File: config.mk
export PLATFORM = sky130hd
export DESIGN_NAME = tilt_ratio_div_flat
export DESIGN_NICKNAME = d
export VERILOG_FILES = /design/src/rtl/tilt_pkg.sv /design/src/rtl/tilt_ratio_div_if.sv /design/src/rtl/tilt_ratio_div_udiv_step.sv /design/src/rtl/tilt_ratio_div.sv /design/src/flat_wrapper.sv
export SDC_FILE = /design/constraint.sdc
export NUM_CORES = 1
export LEC_CHECK = 0
export BUFFER_PORTS_ARGS = -buffer_cell sky130_fd_sc_hd__buf_2
export CORE_ASPECT_RATIO = 0.7
export CORE_MARGIN = 2
export CORE_UTILIZATION = 65
export DETAILED_ROUTE_END_ITERATION = 10
export HOLD_SLACK_MARGIN = 0.15
export PLACE_DENSITY = 0.86
export SETUP_SLACK_MARGIN = 0.1
export SLEW_MARGIN = 0
export SYNTH_ARGS = -nofsm -noshare
export SYNTH_HDL_FRONTEND = slang
export SYNTH_SLANG_ARGS = --single-unit
File: constraint.sdc
create_clock -name clk -period 7.1 [get_ports clk]
set_input_delay 2.13 -clock clk [delete_from_list [all_inputs] [get_ports clk]]
set_output_delay 2.13 -clock clk [all_outputs]
set_load 0.02 [all_outputs]
File: src/rtl/tilt_pkg.sv
// Shared tilt-pipeline definitions: Q1.14 format constants, divider FSM states
// and the signed Q1.14 word used by the divider, atan and rad-to-degree stages.
package tilt_pkg;
  localparam int Q_FRAC  = 14;
  localparam int ONE_Q14 = 16384;

  typedef enum logic [1:0] {
    IDLE,
    DIVIDE,
    DONE
  } div_state_e;

  typedef logic signed [15:0] q1_14_t;
endpackage

File: src/rtl/tilt_ratio_div_if.sv
// Operand/result handshake bundle of the tilt ratio divider.
interface tilt_ratio_div_if
  import tilt_pkg::*;
#(
  parameter int IN_W = 16
);
  logic                   in_valid;
  logic                   in_ready;
  logic signed [IN_W-1:0] num;
  logic signed [IN_W-1:0] den;
  logic                   out_valid;
  logic                   out_ready;
  q1_14_t                 ratio;
  logic                   swapped;
  logic                   num_neg;
  logic                   den_neg;
  logic                   div_zero;

  modport slave (
    input  in_valid, num, den, out_ready,
    output in_ready, out_valid, ratio, swapped, num_neg, den_neg, div_zero
  );

  modport master (
    output in_valid, num, den, out_ready,
    input  in_ready, out_valid, ratio, swapped, num_neg, den_neg, div_zero
  );
endinterface

File: src/rtl/tilt_ratio_div_udiv_step.sv
// One restoring-division step: subtract the divisor when it fits and emit the quotient bit.
module tilt_udiv_step #(
  parameter int RW = 18
) (
  input  logic [RW-1:0] rem_i,
  input  logic [RW-1:0] div_i,
  output logic [RW-1:0] rem_o,
  output logic          qbit_o
);
  always_comb begin
    qbit_o = (rem_i >= div_i);
    rem_o  = qbit_o ? (rem_i - div_i) : rem_i;
  end
endmodule

File: src/rtl/tilt_ratio_div.sv
// Sequential |num|/|den| divider producing a Q1.FRAC ratio of magnitude <= 1.0 for the atan stage.
// Define TILT_DIV_ROUND_EN to compute one extra quotient bit and round half-up (latency +1).
module tilt_ratio_div
  import tilt_pkg::*;
#(
  parameter int IN_W = 16,
  parameter int FRAC = Q_FRAC
) (
  input  logic         clk,
  input  logic         rst_n,
  tilt_ratio_div_if.slave bus
);
`ifdef TILT_DIV_ROUND_EN
  localparam int ITER = FRAC + 2;
`else
  localparam int ITER = FRAC + 1;
`endif
  localparam int MW = IN_W + 1;
  localparam int RW = IN_W + 2;
  localparam int CW = $clog2(ITER + 2);

  div_state_e     state_q, state_d;
  logic [CW-1:0]  cnt_q, cnt_d;
  logic [RW-1:0]  rem_q, rem_d;
  logic [RW-1:0]  dvs_q, dvs_d;
  logic [ITER-1:0] quo_q, quo_d;
  q1_14_t         ratio_q, ratio_d;
  logic           swapped_q, swapped_d;
  logic           num_neg_q, num_neg_d;
  logic           den_neg_q, den_neg_d;
  logic           zero_q, zero_d;

  logic signed [MW-1:0] num_x, den_x;
  logic        [MW-1:0] num_mag, den_mag;
  logic        [RW-1:0] step_rem;
  logic                 step_q;

  // Magnitudes carry one extra bit so the most negative input has a representable absolute value.
  assign num_x   = MW'(bus.num);
  assign den_x   = MW'(bus.den);
  assign num_mag = num_x[MW-1] ? $unsigned(-num_x) : $unsigned(num_x);
  assign den_mag = den_x[MW-1] ? $unsigned(-den_x) : $unsigned(den_x);

  tilt_udiv_step #(.RW(RW)) u_step (
    .rem_i  (rem_q),
    .div_i  (dvs_q),
    .rem_o  (step_rem),
    .qbit_o (step_q)
  );

  function automatic q1_14_t shape_ratio(input logic [ITER-1:0] q, input logic neg,
                                         input logic zero);
    logic [FRAC:0] mag;
`ifdef TILT_DIV_ROUND_EN
    mag = q[ITER-1:1] + (FRAC+1)'(q[0]);
`else
    mag = q;
`endif
    if (zero) mag = '0;
    return neg ? -q1_14_t'(mag) : q1_14_t'(mag);
  endfunction

  always_comb begin
    state_d   = state_q;
    cnt_d     = cnt_q;
    rem_d     = rem_q;
    dvs_d     = dvs_q;
    quo_d     = quo_q;
    ratio_d   = ratio_q;
    swapped_d = swapped_q;
    num_neg_d = num_neg_q;
    den_neg_d = den_neg_q;
    zero_d    = zero_q;
    unique case (state_q)
      IDLE: begin
        if (bus.in_valid) begin
          swapped_d = (num_mag > den_mag);
          num_neg_d = bus.num[IN_W-1];
          den_neg_d = bus.den[IN_W-1];
          zero_d    = (num_mag == '0) && (den_mag == '0);
          rem_d     = RW'(swapped_d ? den_mag : num_mag);
          dvs_d     = RW'(swapped_d ? num_mag : den_mag);
          quo_d     = '0;
          cnt_d     = '0;
          state_d   = DIVIDE;
        end
      end
      DIVIDE: begin
        // The counter runs one past the last iteration so the result is registered before DONE.
        if (cnt_q < CW'(ITER)) begin
          rem_d = step_rem << 1;
          quo_d = {quo_q[ITER-2:0], step_q};
          cnt_d = cnt_q + CW'(1);
        end else begin
          ratio_d = shape_ratio(quo_q, num_neg_q ^ den_neg_q, zero_q);
          state_d = DONE;
        end
      end
      DONE: begin
        if (bus.out_ready) state_d = IDLE;
      end
      default: state_d = IDLE;
    endcase
  end

  always_ff @(posedge clk or negedge rst_n) begin
    if (!rst_n) begin
      state_q   <= IDLE;
      cnt_q     <= '0;
      ratio_q   <= '0;
      swapped_q <= 1'b0;
      num_neg_q <= 1'b0;
      den_neg_q <= 1'b0;
      zero_q    <= 1'b0;
    end else begin
      state_q   <= state_d;
      cnt_q     <= cnt_d;
      ratio_q   <= ratio_d;
      swapped_q <= swapped_d;
      num_neg_q <= num_neg_d;
      den_neg_q <= den_neg_d;
      zero_q    <= zero_d;
    end
  end

  always_ff @(posedge clk) begin
    rem_q <= rem_d;
    dvs_q <= dvs_d;
    quo_q <= quo_d;
  end

  assign bus.in_ready  = (state_q == IDLE);
  assign bus.out_valid = (state_q == DONE);
  assign bus.ratio     = ratio_q;
  assign bus.swapped   = swapped_q;
  assign bus.num_neg   = num_neg_q;
  assign bus.den_neg   = den_neg_q;
  assign bus.div_zero  = zero_q;
endmodule
File: src/flat_wrapper.sv
// flat-port wrapper written by rule: the top's interface ports become plain ports
module tilt_ratio_div_flat import tilt_pkg::*;
#(
  parameter int IN_W = 16,
  parameter int FRAC = Q_FRAC
)
  (clk, rst_n, bus_in_valid, bus_num, bus_den, bus_out_ready, bus_in_ready, bus_out_valid, bus_ratio, bus_swapped, bus_num_neg, bus_den_neg, bus_div_zero);
  tilt_ratio_div_if #(.IN_W(IN_W)) bus_i ();
  input  logic clk;
  input  logic rst_n;
  input wire logic [$bits(bus_i.in_valid)-1:0] bus_in_valid;
  input wire logic [$bits(bus_i.num)-1:0] bus_num;
  input wire logic [$bits(bus_i.den)-1:0] bus_den;
  input wire logic [$bits(bus_i.out_ready)-1:0] bus_out_ready;
  output wire logic [$bits(bus_i.in_ready)-1:0] bus_in_ready;
  output wire logic [$bits(bus_i.out_valid)-1:0] bus_out_valid;
  output wire logic [$bits(bus_i.ratio)-1:0] bus_ratio;
  output wire logic [$bits(bus_i.swapped)-1:0] bus_swapped;
  output wire logic [$bits(bus_i.num_neg)-1:0] bus_num_neg;
  output wire logic [$bits(bus_i.den_neg)-1:0] bus_den_neg;
  output wire logic [$bits(bus_i.div_zero)-1:0] bus_div_zero;
  assign bus_i.in_valid = bus_in_valid;
  assign bus_i.num = bus_num;
  assign bus_i.den = bus_den;
  assign bus_i.out_ready = bus_out_ready;
  assign bus_in_ready = bus_i.in_ready;
  assign bus_out_valid = bus_i.out_valid;
  assign bus_ratio = bus_i.ratio;
  assign bus_swapped = bus_i.swapped;
  assign bus_num_neg = bus_i.num_neg;
  assign bus_den_neg = bus_i.den_neg;
  assign bus_div_zero = bus_i.div_zero;
  tilt_ratio_div #(.IN_W(IN_W), .FRAC(FRAC)) u_core (.clk(clk), .rst_n(rst_n), .bus(bus_i));
endmodule
### After elaboration in Yosys (flattened, before gate mapping)

Index checks and enable logic that the tools add are counted.

* add/subtract/negate cells: 5
* equal/unequal tests: 6
* reduce and logical (&&, ||, !) cells: 9
* order comparisons: 3
* mux-type cells: 22
* bitwise gates (word level): 2

Operators by type and width (number)
* $mux 17: 5
* $mux 15: 5
* $mux 18: 2
* $pmux 18 s2: 1
* $logic_not 17->1: 2
* $neg 16->17: 2
* $pmux 15 s2: 1
* $ge 18x17->1: 1
* $gt 17x17->1: 1
* $sub 17x17->17: 1
* $mux 16: 1
* $neg 15->16: 1
* $mux 5: 2
* $pmux 5 s2: 1
* $mux 2: 3
* $ne 2x2->1 const B: 3
* $pmux 2 s3: 1
* $reduce_and 3->1: 2
* $add 5x1->5 const B: 1
* $lt 5x4->1 const B: 1
* $reduce_and 2->1: 2
* $eq 2x1->1 const B: 1
* $eq 2x2->1 const B: 1
* $logic_not 2->1: 1
* other kinds (5): 5

* input bits: 36
* bits in registers: 77

### Depth between registers and ports, before layout

Gate-level depths: netlist (run 1).

* word-level depth: 6
* depth in mapped cells: 16
* gate-level depth less buffers: 15

### Hierarchy

From an unflattened synthesis (run 1), not the netlist that was laid out.

* cell total of the unflattened synthesis: 648
* area total of the unflattened synthesis: 6072.1 um^2

By module, submodules not included
* tilt_ratio_div: area each 4748.3 um^2, sequential area each 2177.1 um^2, cells each 453, instances 1
* tilt_udiv_step: area each 1323.8 um^2, sequential area each 0.0 um^2, cells each 195, instances 1

### Least setup slack after synthesis (run 1)

OpenSTA, ideal clock, no wires.

* path kind: input to register
* start point: in bus_num[0]
* end point: reg u_core.dvs_q[9], data pin
* stages on the path: 15
* setup slack: 1.120 ns
* required time: 6.832 ns
* data arrival time: 5.712 ns
* path through: inv_1 > ha_1 > or3b_1 > or3_1 > o21ai_0 > xnor2_1 > ha_1 > nand4_1 > or2_2 > or4_1 > o31a_1 > o32ai_4 > buf_6 > buf_2 > a21oi_1

* word-level cells in the longest chain between the ends: 4

RTL lines
* from (decl): RTL line flat_wrapper.sv:12 `input wire logic [$bits(bus_i.num)-1:0] bus_num;`
* $neg 16->17: RTL line tilt_ratio_div.sv:41 `assign num_mag = num_x[MW-1] ? $unsigned(-num_x) : $unsigned(num_x);`
* $mux 17 (*): RTL line tilt_ratio_div.sv:41
* $gt 17x17->1: RTL line tilt_ratio_div.sv:77 `swapped_d = (num_mag > den_mag);`
* $mux 17 (*): RTL line tilt_ratio_div.sv:82 `dvs_d = RW'(swapped_d ? num_mag : den_mag);`
* to (signal assigned): RTL line tilt_ratio_div.sv:128 `dvs_q <= dvs_d;`
* to (decl): RTL line tilt_ratio_div.sv:25 `logic [RW-1:0] dvs_q, dvs_d;`

Every way passes the cells marked *; elsewhere a longest branch is shown, timed or not.
A chain may end at the register's enable or synchronous reset.

### Worst setup path after layout (run 1)

* start point: in bus_num[0]
* end point: reg u_core.rem_q[15], data pin

* word-level cells in the longest chain between the ends: 6

RTL lines
* $neg 16->17: RTL line tilt_ratio_div.sv:41
* $mux 17 (*): RTL line tilt_ratio_div.sv:41
* $gt 17x17->1: RTL line tilt_ratio_div.sv:77
* $mux 17 (*): RTL line tilt_ratio_div.sv:81 `rem_d = RW'(swapped_d ? den_mag : num_mag);`
* $mux 18 (*): RTL line tilt_ratio_div.sv:76 `if (bus.in_valid) begin`
* $pmux 18 s2 (*): RTL line tilt_ratio_div.sv:74 `unique case (state_q)`
* via u_core.rem_d[15]: RTL line tilt_ratio_div.sv:24 `logic [RW-1:0] rem_q, rem_d;`
* to (signal assigned): RTL line tilt_ratio_div.sv:127 `rem_q <= rem_d;`
* to (decl): RTL line tilt_ratio_div.sv:24

Mark *: on every way through the listed nets, which the timed path passes. The rest lies on a longest branch. The select of a mux whose other input is x is not followed.

==> results.md, run 1 <==
- DR vias: 5396
- Final worst slack: 0.8197 ns
- Highest-count cells in the layout ignoring fill and taps: nor2_1 (57), buf_2 (57), nand2_1 (53)
- CP cell instances: buf_2 -> inv_1 -> ha_1 -> or3b_1 -> or3_1 -> o41ai_1 -> xor2_1 -> inv_1 -> ha_1 -> a21oi_1 -> o21a_1 -> nand2b_1 -> o31a_1 -> o32ai_4 -> buf_4 -> mux2i_1 -> a2bb2oi_1
- Yosys warns: 0
- Final min period: 6.280 ns
- Skew final: 0.008836 ns
- Finished Core Util: 73.63%
- CTS resizes: 0
- Post-Synth Simple-Gate Area: 20.11%
- Routability cong.: 0.9339
- Detail Route Antenna Nets: 0
- Slowest-stage cell, CP: or3b_1
- Post-CTS Setup Bufs: 0
- CP delay by family, top: compound AO/OA/AOI/OAI gates
- Syn Area/Cell: 9.099 µm²
- Antenna cell count: 0
- Number of global-route vias before repair: 5114
- Initial Utilization: 66.09%
- Max-cap viol count: 0
- Compound-cell area share of the yosys netlist: 17.05%
- Netlist cell types: 66
- Placed Instance Area: 0.006312 mm²
- Aggregate global routing overflow: 0
- CTS Buf Count: 9
- Adder-cell share of the synthesized area: 8.154%
- Routed wire length: 15480 µm
- Setup CP Type: primary input to flip-flop
- First-pass GRT wire length: 25090 µm
- Clock root cell: clkbuf_16
- Fin nets: 775
- Initial DRC Count: 673
- Largest family of logic cells by synthesized area: simple AND/OR/NAND/NOR gates
- DR pass1 iterations: 7
- Area share of xor/xnor cells in the synthesized design: 6.337%
- Multiplexer share of the synthesized area: 7.076%
- RSZ-0062 raised after global routing: false
- Leak pwr: 0.002900 µW
- Clock latency on the worst-skew pair: 0.34 ns
- Largest net degree at the start of global routing: 34
- Num rows: 29
- DPL Wire Length: 11440 µm
- Relative slew slack: 19.57%
- Full die area: 0.009904 mm²
- WP buf/inv: 4
- Post-CTS Hold Fix Bufs: 0
- Worst hold path class: flip-flop to flip-flop
- Filler cells: 643
- Std-Cell Core Area: 0.008962 mm²
- Yosys reg bits: 77
- Mapped Area: 0.005923 mm²
- Startpoint Class: primary input
- Outcome: completed
- Sink Count: 77
- Setup TNS: 0 ns
- Die X: 118.1 µm
- Final Instance Area: 0.006599 mm²
- Hold Violations, Final: 0
- Final Max Tran Viols: 0
- Initial antenna violation count: 0
- Via density: 6.501
- H-tree Lvls: 3
- Ys flop type: edfxtp_1
- TritonCTS clock tree: done
- GRT Overall Usage: 31.92%
- WP data required: 7.28 ns
- Async S/R FF share, synth: 35.06%
- Max Clock Freq: 159.2 MHz
- Clk slew on worst S/H paths: 0.06 ns
- Seq/Total Area, Yosys: 36.76%
- Worst VDD drop: 0.3991 mV
- Max incr delay on CP: 0.45 ns
- Critical path endpoint category: flip-flop
- Pre-CTS setup slack: 0.6187 ns
- DIE HEIGHT: 83.87 µm
- Critical Path AT: 6.46 ns
- Tcrit/Tclk final: 88.46%
- Worst-case clock buffer depth: 2
- DRC: 0
- Crit-path max FO: 24
- Share of layout cells above drive strength 1: 13.60%
- EDFF count, synth: 50
- Slew at the pin closest to its max-slew limit: 1.198 ns
- I/O pin count: 58
- Layout area overhead: 11.41%
- Buffers on Ports: 57
- Synth Instances: 651
- Final setup viols: 0
- Pwr dens: 480.4 mW/mm²
- Wirelength per Cell: 18.66 µm
## layer usage
metal  up-vias  share of wire (%)  GRT usage [%]
li1       2467                  -              -
met1      2524                 43          45.17
met2       361                 45          50.50
met3        44                9.9          5.806
met4         0                2.2          9.310
met5         -                  0              0
## worst paths after layout
kind                       cells after the start                 from  slack [ns]                   to
max                                           17           bus_num[0]        0.82     u_core.rem_q[15]
min                                            2  u_core.bus.ratio[3]        0.47  u_core.bus.ratio[3]
max reg2reg                                    9      u_core.dvs_q[0]        3.18     u_core.rem_q[14]
min reg2reg                                    2  u_core.bus.ratio[3]        0.47  u_core.bus.ratio[3]
max in group asynchronous                      1                rst_n        4.89  u_core.bus.div_zero
min in group asynchronous                      1                rst_n        1.80  u_core.bus.ratio[3]
## power by group
group | switching, µW | total (µW) | leakage, µW | internal, µW
Combinational | 1120 | 1810 | 0.00192 | 694
Sequential | 137 | 906 | 0.000841 | 769
Clock | 190 | 449 | 0.000141 | 259
## cell usage after synthesis, types with 7 or more instances
cell type	n	area share, %
xnor2_1	22	3.3
o31ai_1	9	1.1
edfxtp_1	50	25
xor2_1	19	2.8
nor2_1	57	3.6
nand3_1	14	1.2
o31a_1	8	1.2
o21ai_0	41	3.5
nand3b_1	8	1.0
a21oi_1	48	4.1
mux2i_1	34	5.7
clkbuf_1	20	1.3
nor3_1	12	1.0
o41ai_1	8	1.2
nand4_1	7	0.74
or3_1	9	0.95
nand2_1	53	3.4
ha_1	37	7.8
and2_1	18	1.9
dfrtp_1	27	11
inv_1	41	2.6
nor2b_1	15	1.6
## logic make-up (layout without fill, tap and decap cells)
family	after synthesis	in the layout
fa+ha+maj	38	38
xor+xnor	42	42
other cells	2	3
mux	41	41
simple gates	232	232
flops	77	77
compound gates	153	153
buf+inv	66	120
## metrics by stage
step / hold slack (ns) / cells / total power [µW]
after global placement: 0.4581 / 814 / 2549
after floorplan: 0.4802 / 652 / 2182
final: 0.4669 / 830 / 3170
after CTS: 0.4726 / 830 / 3127
after detailed placement: 0.4577 / 814 / 2656
after global routing: 0.4976 / 830 / 3376
## registers in the layout, indices dropped and copies added, names as in the netlist, 2 cells and up
register          flops
u_core.cnt_q          5
u_core.dvs_q         17
u_core.state_q        2
u_core.rem_q         18
u_core.bus.ratio     16
u_core.quo_q         15
## worst reg2reg max path: stages, from the launching register on
cell	delay, ns
edfxtp_1	0.37
ha_1	0.26
fa_1	0.43
nor2b_1	0.19
o31a_1	0.26
o311ai_1	0.18
a2111oi_0	0.75
or4_1	0.65
mux2i_1	0.44
mux2i_1	0.13
## final cells by class
cell class | count | area (µm²) | share of cell area (%)
multi-input cells | 509 | 3496 | 52.98
flip-flops and latches | 77 | 2177 | 32.99
repair buffers | 63 | 330.3 | 5.006
clock buffers | 11 | 254.0 | 3.849
well taps | 124 | 155.1 | 2.351
inverters | 41 | 153.9 | 2.332
clock inverters | 5 | 32.53 | 0.4930
(Power assumes the default switching activity.)
==> inputs of run 2 (changes only) <==
Settings changed: CORE_UTILIZATION 65 to 55, PLACE_DENSITY 0.86 to 0.78, RECOVER_POWER set to 50.
Clock period 7.1 ns to 5.1 ns, I/O delays scaled along.
==> run 2 against run 1 <==
The run now ends with negative setup slack left. Sequential cell count stayed put. Global-route usage decreased by 2.6 points. Register-to-register slack got worse by 2.0 ns. Clock skew rose by 0.00078 ns. Utilization down 0.86 points. Clock-buffer cell count unchanged. Sequential share of layout area fell by 4.2 points. Total power rose by 43%. Critical path type unchanged. Critical endpoint is now u_core.dvs_q[4]. Largest cell class unchanged. Largest power group unchanged.
==> results.md, run 2 (same netlist as run 1, synthesis figures left out) <==
- Share of layout cells above drive strength 1: 27.44%
- Initial antenna violation count: 0
- GRT Overall Usage: 29.35%
- Final min period: 5.210 ns
- DIE HEIGHT: 90.83 µm
- Num rows: 31
- Met3 wire len: 1320 µm
- Max Clock Freq: 191.9 MHz
- Pre-CTS setup slack: -0.5217 ns
- Skew final: 0.009619 ns
- Tcrit/Tclk final: 102.2%
- Clk slew on worst S/H paths: 0.06 ns
- Antenna cell count: 0
- Worst hold path class: flip-flop to flip-flop
- Flop2flop setup slack: 1.20 ns
- Critical Path AT: 5.38 ns
- Total chip power: 4547 µW
- Std-Cell Core Area: 0.01040 mm²
- Min-delay src: u_core.bus.ratio[1]
- Max incr delay on CP: 0.56 ns
- Top reg by flops: u_core.rem_q
- Full die area: 0.01163 mm²
- H-tree Lvls: 3
- Largest net degree at the start of global routing: 34
- Initial DRC Count: 521
- Via density: 6.069
- Aggregate global routing overflow: 0
- Sink Count: 77
- Most used cell, CP: buf_4
- RSZ-0062 raised after global routing: true
- Cells after DPL: 891
- Highest-count cells in the layout ignoring fill and taps: buf_4 (87), nor2_1 (55), buf_2 (54)
- Violated checks: negative setup slack
- Routed wire length: 16840 µm
- CP cell instances: buf_6 -> or4_4 -> or3_4 -> o41ai_4 -> xor2_1 -> inv_1 -> ha_4 -> a21oi_4 -> o21a_1 -> nand2b_1 -> buf_4 -> o31a_1 -> o32ai_4 -> buf_6 -> buf_4 -> buf_4 -> nor2_1 -> a21oi_1
- Pwr dens: 601.1 mW/mm²
- Slowest-stage cell, CP: or4_4
- DRC: 0
- Wirelength per Cell: 18.11 µm
- Leak pwr: 0.003389 µW
- Critical path endpoint category: flip-flop
- Buffers on Ports: 57
- Worst hold margin: 0.4749 ns
- Initial Utilization: 56.98%
- Number of global-route vias before repair: 5383
- Detail Route Antenna Nets: 0
- Outcome: finished, violations left
- DR vias: 5644
- Commonest non-fill, non-tap cell in the layout: buf_4
- WL met1: 7598 µm
- Worst VDD drop: 0.3580 mV
- Final worst slack: -0.1104 ns
- WP data required: 5.27 ns
- Routability cong.: 0.9558
- TritonCTS clock tree: done
- CP startpoint: bus_num[7]
- Largest register FFs: 18
- Max-cap viol count: 0
- Worst r2r src: u_core.dvs_q[0]
- Relative slew slack: 3.102%
- Hold Violations, Final: 0
- Final Max Tran Viols: 0
- Fin nets: 867
- Startpoint Class: primary input
- Slew at the pin closest to its max-slew limit: 1.453 ns
- Finished Layout Cells: 930
- Clock latency on the worst-skew pair: 0.34 ns
- Crit-path max FO: 7
- DR pass1 iterations: 5
- CTS Buf Count: 9
- Die X: 128.0 µm
- DPL Wire Length: 12100 µm
- Layout area overhead: 27.71%
- Met2 Wirelength: 7596 µm
- Post-CTS Hold Fix Bufs: 0
- Setup CP Type: primary input to flip-flop
- I/O pin count: 58
- First-pass GRT wire length: 26970 µm
- Clock root cell: clkbuf_16
- Uppermost layer routed: met4
- Worst-case clock buffer depth: 2
- Final setup viols: 19
## run 2: changes by cell type in the layout (fill, tap and decap cells not counted), moves of 5 or more
cell	previous run	this run
and2_0	0	6
buf_4	6	87
buf_6	0	9
mux2i_1	34	27
and2_1	18	12
a21oi_2	0	6
mux2_2	6	1
a21oi_1	48	41
mux2i_2	0	7
mux2_4	0	6
## run 2: final timing paths
kind,endpoint,cells past startpoint
min,u_core.bus.ratio[1],2
max reg2reg,u_core.rem_q[4],9
min reg2reg,u_core.bus.ratio[1],2
max in group asynchronous,u_core.bus.div_zero,1
max,u_core.dvs_q[4],18
min in group asynchronous,u_core.bus.ratio[4],1
## run 2: metal layers
layer	vias to the layer above	global-route usage, %
met5	-	0
met4	0	7.326
met3	37	5.628
met2	260	45.14
met1	2688	42.71
li1	2659	-
## run 2: layout make-up
class / count / area, µm²
multi-input cells: 509 / 3696
fillers: 715 / 2830
flip-flops and latches: 77 / 2177
repair buffers: 155 / 1082
clock buffers: 11 / 232.7
inverters: 41 / 173.9
well taps: 132 / 165.2
clock inverters: 5 / 37.54
## run 2: power breakdown
| part | switching [µW] | internal, µW |
|---|---|---|
| sequential | 191 | 1070 |
| combinational | 1590 | 1110 |
| clock | 260 | 331 |
| total | 2040 | 2510 |
## run 2: worst max-delay path: cells and delay by family
family | cells | cell delay [ns]
XOR/XNOR | 1 | 0.21
AO/OA/AOI/OAI | 6 | 1.35
buffers and inverters | 6 | 0.87
adder cells (fa/ha/maj) | 1 | 0.24
AND/OR/NAND/NOR | 4 | 1.17
## run 2: timing repair
| action | 4_1_cts | 5_1_grt |
|---|---|---|
| pin swaps | 9 | 6 |
| setup endpoints to repair | 28 | 31 |
| gates resized for setup | 22 | 29 |
| buffers inserted | 21 | 6 |
| endpoints found under the hold margin | 0 | 0 |
## run 2: metrics by stage
stage / area, µm² / util, % / setup TNS, ns
global placement: 6904 / 66.42 / -7.217
finish: 7565 / 72.77 / -1.138
global route: 7565 / 72.77 / -3.592
detailed placement: 6904 / 66.42 / -11.75
floorplan: 5993 / - / -2.238
CTS: 7425 / 71.43 / -0.3051
==> inputs of run 3 (changes only) <==
Settings changed: SYNTH_HIERARCHICAL set to 1.
==> run 3 against run 2 <==
The run ends with max-capacitance violations, max-slew violations left. Sequential share of layout area up 2.6 points. Cell count down 6.5%. Sequential power about the same. Combinational power down 5%. Register-to-register slack about the same. Via count down 6.9%. Non-clock buffer count down 65. Global-route usage down 2.4 points. Sequential cell count unchanged. Clock-buffer cell count up 2. Critical path type unchanged. Largest power group unchanged. Highest routed layer unchanged.
==> results.md, run 3 <==
- Hold Violations, Final: 0
- Hold-critical path depth: 2
- Min-delay src: u_core/bus.ratio[3]
- Final Max Tran Viols: 70
- Wirelength per Cell: 17.43 µm
- Pwr dens: 647.8 mW/mm²
- Mapped Area: 0.006018 mm²
- First-pass GRT wire length: 25030 µm
- Clk slew on worst S/H paths: 0.06 ns
- Relative slew slack: -25.75%
- Final min period: 4.789 ns
- Flop2flop setup slack: 1.21 ns
- Critical Path AT: 4.83 ns
- Critical path endpoint category: flip-flop
- Crit-path max FO: 13
- RSZ-0062 raised after global routing: false
- Max Clock Freq: 208.8 MHz
- Num rows: 31
- Pre-CTS setup slack: -0.03866 ns
- Via density: 6.037
- Filler cells: 826
- Routed wire length: 15170 µm
- DR pass1 iterations: 5
- Initial DRC Count: 628
- Worst Hold End: u_core/bus.ratio[3]
- Largest net degree at the start of global routing: 36
- Share of layout cells above drive strength 1: 18.28%
- Initial antenna violation count: 0
- Buffers on Ports: 57
- Post-CTS Setup Bufs: 0
- Initial Utilization: 57.26%
- Fin nets: 792
- Footprint of the multi-input gates: 0.003528 mm²
- Tcrit/Tclk final: 93.90%
- Syn Area/Cell: 9.418 µm²
- Worst r2r src: u_core/state_q[1]
- Largest register FFs: 18
- Reg2reg path depth: 5
- Detail Route Antenna Nets: 0
- Worst VDD drop: 0.3302 mV
- Final worst slack: 0.3113 ns
- Violated checks: max-capacitance violations, max-slew violations
- Leak pwr: 0.003005 µW
- Highest-count cells in the layout ignoring fill and taps: nand2_1 (78), edfxtp_1 (50), inv_1 (49)
- Skew final: 0.008316 ns
- Sink Count: 77
- Setup TNS: 0 ns
- Synth Instances: 639
- Slew at the pin closest to its max-slew limit: 1.886 ns
- Layout area overhead: 15.18%
- DIE HEIGHT: 91.52 µm
- Finished Core Util: 65.94%
- Commonest non-fill, non-tap cell in the layout: nand2_1
- H-tree Lvls: 3
- Max-cap viol count: 2
- Clock root cell: clkbuf_16
- CTS Buf Count: 9
- Die X: 129.0 µm
- DRC: 0
- Seq. cell area: 0.002177 mm²
- Startpoint Class: primary input
- I/O pin count: 58
- DPL Wire Length: 11540 µm
- RR Endpoint: u_core/rem_q[13]
- DR vias: 5252
- Std-Cell Core Area: 0.01051 mm²
- TritonCTS clock tree: done
- Setup CP Type: primary input to flip-flop
- Top reg by flops: u_core/rem_q
- Antenna cell count: 0
- Routability cong.: 0.9281
- Final setup viols: 0
- Clock latency on the worst-skew pair: 0.34 ns
- WP data required: 5.14 ns
- Number of global-route vias before repair: 4881
- Aggregate global routing overflow: 0
- Yosys warns: 6
- GRT Overall Usage: 26.97%
- Worst hold path class: flip-flop to flip-flop
- Outcome: finished, violations left
- Worst-case clock buffer depth: 2
- Full die area: 0.01181 mm²
-- run 3: report_power, final --
group,internal [µW],switching (µW),total (µW)
Sequential,1070,196,1270
Clock,419,248,667
Combinational,980,1580,2560
Total,2470,2020,4490
-- run 3: worst max path at each step --
stage	from	end	slack, ns	cells after the start
2_1_floorplan	bus_num[0]	u_core/rem_q[1]	0.11	15
5_1_grt	bus_num[0]	u_core/rem_q[2]	0.12	16
3_5_place_dp	bus_num[0]	u_core/rem_q[2]	-0.04	16
4_1_cts	bus_num[0]	u_core/rem_q[2]	0.30	16
3_3_place_gp	bus_num[0]	u_core/rem_q[1]	0.07	16
6_report	bus_num[1]	u_core/rem_q[2]	0.31	15
-- run 3: what timing repair did --
| item | CTS | global route |
|---|---|---|
| resized for setup | 0 | 3 |
| endpoints found under the setup margin | 0 | 1 |
| hold buffers | 0 | 0 |
-- run 3: critical path, cell delays in order --
cell and delay (ns):
buf_2 0.12, or4_1 0.55, or3_1 0.38, buf_4 0.16, o31ai_1 0.31, xor2_1 0.24, inv_1 0.07, ha_1 0.27
nand4_1 0.11, nor2_1 0.21, inv_1 0.10, nor3_2 0.30, a211o_4 0.18, buf_12 0.15, o221ai_1 0.15
-- run 3: layout make-up --
class	instances	share of cell area, %
repair buffers	90	7.635
inverters	50	2.708
clock buffers	13	4.386
multi-input cells	489	50.90
well taps	148	2.671
flip-flops and latches	77	31.41
clock inverters	3	0.2888
-- run 3: metal layers --
metal	routed length (µm)	global-route usage, %
met4	243	6.069
met3	1250	5.893
met5	0	0
met2	6465	39.29
met1	7209	40.89
-- run 3: through the flow --
stage	cells	instance area [µm²]	hold WS (ns)	power, µW
after floorplan	641	6030	0.4802	3140
after global placement	854	6619	0.4612	3649
after detailed placement	854	6619	0.4655	3763
after CTS	870	6943	0.4786	4469
after global routing	870	6932	0.5175	4831
final	870	6932	0.4758	4490
